[config.mk]
export PLATFORM = sky130hd
export DESIGN_NAME = enc32t5_pend
export DESIGN_NICKNAME = d
export VERILOG_FILES = /design/src/rtl/enc32t5_pend.sv
export SDC_FILE = /design/constraint.sdc
export NUM_CORES = 1
export LEC_CHECK = 0
export CAP_MARGIN = 0
export CORE_MARGIN = 5
export CORE_UTILIZATION = 49
export DETAILED_ROUTE_END_ITERATION = 8
export PLACE_DENSITY = 0.83
export SYNTH_ARGS = -nofsm -noshare
export SYNTH_HDL_FRONTEND = slang
export SYNTH_SLANG_ARGS = --single-unit
[constraint.sdc]
create_clock -name clk -period 2.6 [get_ports clk]
set_input_delay 0.52 -clock clk [delete_from_list [all_inputs] [get_ports clk]]
set_output_delay 0.52 -clock clk [all_outputs]
set_load 0.05 [all_outputs]
[src/rtl/enc32t5_pend.sv]
// 32-to-5 priority encoder with a sticky pending-request register and a
// two-state issue/ack handshake; overflow flags requests coalesced onto a pending bit.
module enc32t5_pend #(
  parameter bit PRIO_HIGH = 1'b1
) (
  input  logic        clk,
  input  logic        rst,
  input  logic        en,
  input  logic [31:0] req,
  input  logic        ack,
  output logic [4:0]  code,
  output logic        valid,
  output logic [31:0] pend,
  output logic        ovf
);

  // Handshake: valid rises when a code is issued and stays high, with code
  // stable, until a cycle where ack=1 is sampled; that edge retires the code
  // and valid drops. ack is ignored while valid=0. The FSM state is valid itself.
  typedef enum logic {
    IDLE = 1'b0,
    HOLD = 1'b1
  } state_t;

  state_t      state_q;
  state_t      state_d;
  logic [4:0]  code_q;
  logic [4:0]  pick_idx;
  logic [31:0] pend_q;
  logic [31:0] clr;
  logic        ovf_q;
  logic        issue;
  logic        retire;

  // Priority select over the pending register as it stood before this edge.
  always_comb begin
    pick_idx = '0;
    if (PRIO_HIGH) begin
      for (int i = 0; i < 32; i++)
        if (pend_q[i]) pick_idx = 5'(i);
    end else begin
      for (int i = 31; i >= 0; i--)
        if (pend_q[i]) pick_idx = 5'(i);
    end
  end

  assign issue  = (state_q == IDLE) && en && (pend_q != '0);
  assign retire = (state_q == HOLD) && ack;
  assign clr    = retire ? (32'b1 << code_q) : '0;

  // State register plus the datapath registers it sequences.
  always_ff @(posedge clk) begin
    if (rst) begin
      state_q <= IDLE;
      code_q  <= '0;
      pend_q  <= '0;
      ovf_q   <= 1'b0;
    end else begin
      state_q <= state_d;
      pend_q  <= (pend_q & ~clr) | req;
      if (issue)
        code_q <= pick_idx;
      // A request landing on the bit being acked this edge is a fresh request.
      if ((req & pend_q & ~clr) != '0)
        ovf_q <= 1'b1;
    end
  end

  always_comb begin
    state_d = state_q;
    case (state_q)
      IDLE:    if (issue)  state_d = HOLD;
      HOLD:    if (retire) state_d = IDLE;
      default: state_d = IDLE;
    endcase
  end

  always_comb begin
    valid = (state_q == HOLD);
    code  = code_q;
    pend  = pend_q;
    ovf   = ovf_q;
  end

endmodule

; ---- Yosys cells after proc, flatten, opt, wreduce, memory -nomap -nowiden
; Cells that the tools add are included.
[op_classes]
shift = 1
bitwise = 6
reduce_logical = 5
muxes = 35
[ops]
columns = operator, count
row1 = $mux W5, 28
row2 = $and A32 B32 Y32, 3
row3 = $reduce_bool A32 Y1, 2
row4 = $mux W32, 1
row5 = $not A32 Y32, 1
row6 = $or A32 B32 Y32, 1
row7 = $shl A1 B5 Y32 const A, 1
row8 = $mux W2, 2
row9 = $logic_and A1 B1 Y1, 3
row10 = $mux W1, 3
row11 = $pmux W1 S2, 1
row12 = $not A1 Y1, 1
[totals]
word_cells = 51
input_bits = 36
out_inout_bits = 39
reg_bits = 39

; ---- Logic depth before layout (Yosys ltp)
[logic_depth]
word_depth = 31
ltp_mapped = 8
ltp_nobuf = 6

; ---- Worst setup path after synthesis
; No wires, ideal clock.
[synth_timing]
path_type = register -> register
startpoint = reg code_q[0] (netlist: code[0])
endpoint = reg ovf_q (netlist: ovf)
arrival_ns = 1.852
setup_time_ns = 0.139
t_required_ns = 2.461
setup_slack_ns = 0.610
n_path_buf = 1
synth_period_minus_slack_ns = 1.990
path_stages_with_launch = 8
path_cell_list = dfxtp_1 -> buf_2 -> nand2_1 -> or3_1 -> a31oi_1 -> nand2_1 -> nor3_1 -> a41oi_1
[synth_via]
elab_chain_cells = 5
[synth_lines]
columns = element, line_no
row1 = from (decl), 27  ; logic [4:0] code_q;
row2 = from (signal assigned), 62  ; code_q <= pick_idx;
row3 = $shl A1 B5 Y32, 49  ; assign clr = retire ? (32'b1 << code_q) : '0;
row4 = $mux W32, 49
row5 = $not A32 Y32, 64  ; if ((req & pend_q & ~clr) != '0)
row6 = $and A32 B32 Y32, 64
row7 = $reduce_bool A32 Y1, 64
row8 = to (signal assigned), 57  ; ovf_q <= 1'b0;
row9 = to (signal assigned), 65  ; ovf_q <= 1'b1;
row10 = to (decl), 31  ; logic ovf_q;
; No other way between the ends.
; A chain may end at the register's enable or synchronous reset.

; ---- Final worst setup path
[layout_timing]
startpoint = reg code_q[1] (netlist: code[1])
endpoint = out code[1]
[layout_rtl]
columns = element, line_no
row1 = to (decl), 11  ; output logic [4:0] code,
; No word-level cell between the ends.

==> results.json <==
{
  "status": "completed",
  "mostFrequentLayoutCells": "74 x clkdlybuf4s50_1, 43 x nor2_1, 39 x dfxtp_1, 38 x a21oi_1, 22 x nand3_1",
  "syn-cell-area_um2": 2160,
  "crit_type": "reg -> out",
  "cts_made_buffers": 5,
  "ir_drop_uv": 258,
  "crit_required_ns": 2.08,
  "fillCellCount": 374,
  "synth.distinct_cells": 53,
  "synth_top_family_by_area": "simple AND/OR/NAND/NOR gates",
  "grt_pass1_wl_mm": 13.0,
  "ys_ff_latch": 39,
  "synthAdderAreaFrac_pct": 0,
  "layout_commonest_cell": "clkdlybuf4s50_1",
  "vias": 2668,
  "diodes": 0,
  "synth_top_area_cell": "dfxtp_1",
  "ys_top_cells_by_area": "dfxtp_1 36%, a21oi_1 8.8%, nor2_1 7.5%",
  "synth_edf_count": 0,
  "post_cts_buffers": 0,
  "cts_buffer_depth": 2,
  "final.setup.tns_ns": 0,
  "path_delay_family": "buffers and inverters",
  "die_x_um": 76.4,
  "synthMuxAreaShare_pct": 0.463,
  "synth_compound_area_share_pct": 25.1,
  "worst-path-max-fanout": 9,
  "grt_use_total_pct": 27.5,
  "maxSlewHeadroom_pct": 55.8,
  "hold_class": "reg -> reg",
  "fin_skew_ns": 0.0139,
  "vias_per_cell": 6.43,
  "synthXorXnorAreaFrac_pct": 0,
  "postCtsHoldBufs": 0,
  "start_util_pct": 50.0,
  "wl_mm": 8.14,
  "grt_pass1_vias": 2526,
  "cts_tree": "done",
  "clk-insertion-delay-late_ns": 0.31,
  "synth-seq-area-share_pct": 36.1,
  "yosys_warnings": 0,
  "max_stage_delay_ns": 0.89,
  "fmax_ghz": 0.433,
  "synthSimpleGateAreaFrac_pct": 31.8,
  "cts-root-buf": "clkbuf_8",
  "power_uw": 1800,
  "arrival_ns": 1.79,
  "ctsResizeCount": 0,
  "synthArstFlopShare_pct": 0,
  "crit_path_top_delay_cell": "clkdlybuf4s50_1",
  "fin_util_pct": 70.4,
  "numPortBuffers": 74,
  "synth-main-ff-cell": "dfxtp_1",
  "cp_num_buf_inv": 1,
  "wire_per_inst_um": 19.6,
  "final_area_um2": 3050,
  "crit_path_end_kind": "output pin",
  "path_cells": "clkdlybuf4s50_1",
  "slew_violations": 0,
  "htree_num_levels": 2,
  "syn_nets": 324,
  "io-pin-count": 75,
  "finalHoldViolCount": 0,
  "dr.pass1.iters": 8,
  "power_density_nw_per_um2": 591,
  "grt_start_max_net_pins": 27,
  "grt_antenna_before_repair": 0,
  "coreArea_um2": 4320,
  "cts_sinks": 39,
  "place_area_um2": 2930,
  "final_nets": 398,
  "gp_congestion": 0.969,
  "drc_errors": 0,
  "dr.first_iter.drc_count": 334,
  "period_needed_ns": 2.31,
  "synthCells": 288,
  "crit_path_start_kind": "register",
  "syn_area_per_cell_um2": 7.50,
  "ant_nets": 0,
  "drv_cap": 0,
  "area_growth_pct": 40.9,
  "period_share_pct": 88.9,
  "setup_violations": 0,
  "grt_setup_unrepaired": "false",
  "synth_top_cell_area_share_pct": 36.1,
  "clkTransAtPathRegs_ns": 0.09,
  "dieArea_um2": 5840,
  "drive_above_1_share_pct": 6.61,
  "fp.dieH_um": 76.4,
  "p_leak_uw": 0.00113,
  "worstMarginPinSlew_ns": 0.662,
  "fin_hold_ws_ns": 0.538,
  "fp-row-count": 24,
  "overflow": 0,
  "dpl.hpwl_mm": 6.21
}
-- cell usage after synthesis, drive strengths merged (2+ instances only) --
cell type  instances
nor2              45
dfxtp             39
a21oi             38
nand3             22
nand2             20
inv               17
nor4              12
o21ai             12
buf                7
a31oi              6
and3               6
nor3               5
clkbuf             4
nand2b             4
o211ai             4
or3                4
a211oi             3
a311oi             3
o2111ai            3
o311ai             3
o31ai              3
a41oi              2
and2               2
and2b              2
nor2b              2
o22ai              2
-- cells by family after synthesis --
logic type             after synthesis
and+or+nand+nor                    132
muxes                                1
DFF                                 39
AOI/OAI and AO/OA                   87
buffers and inverters               29
-- tightest hold or removal path: stages, from the launching register on --
cell	delay, ns
dfxtp_1	0.34
o21ai_0	0.08
a21oi_1	0.07
-- worst paths after layout --
check | from | depth (start not counted) | to | slack (ns)
setup / recovery | code[1]$_SDFFE_PP0P_ | 1 | code[1] | 0.29
hold reg to reg | pend[3]$_SDFF_PP0_ | 2 | pend[3]$_SDFF_PP0_ | 0.54
setup reg to reg | code[1]$_SDFFE_PP0P_ | 6 | ovf$_SDFFE_PP0P_ | 0.40
hold / removal | pend[3]$_SDFF_PP0_ | 2 | pend[3]$_SDFF_PP0_ | 0.54
-- cell type report --
cell class              count  area, µm²  area share [%]
multi-input cells         220       1240            40.7
flip-flops and latches     39        781            25.6
repair buffers             79        778            25.6
clock buffers               6       82.6            2.71
well taps                  52       65.1            2.14
inverters                  17       63.8            2.10
clock inverters             2       35.0            1.15
-- where the power goes --
group          internal [µW]  total (µW)  switching (µW)  leakage [µW]
logic                    204         530             325      0.000737
registers                642         726            83.7      0.000327
clock network            311         544             233     0.0000612
-- state kept, by name (all words and copies together) (netlist names) --
signal / flops
pend: 32
code: 5
ovf: 1
valid: 1
-- stage by stage --
step	setup WS, ns	cells
after global placement	0.0954	407
after floorplan	0.610	288
after global routing	0.210	415
after detailed placement	0.0529	407
final	0.288	415
after CTS	0.274	415
-- routing by layer --
layer  share of wire [%]  global-route usage (%)  vias up
li1                    -                       -     1206
met1                  41                    36.6     1218
met2                  45                    43.0      208
met3                  11                    6.74       36
met4                 3.3                    9.62        0
met5                   0                       0        -
(Power assumes the default switching activity.)
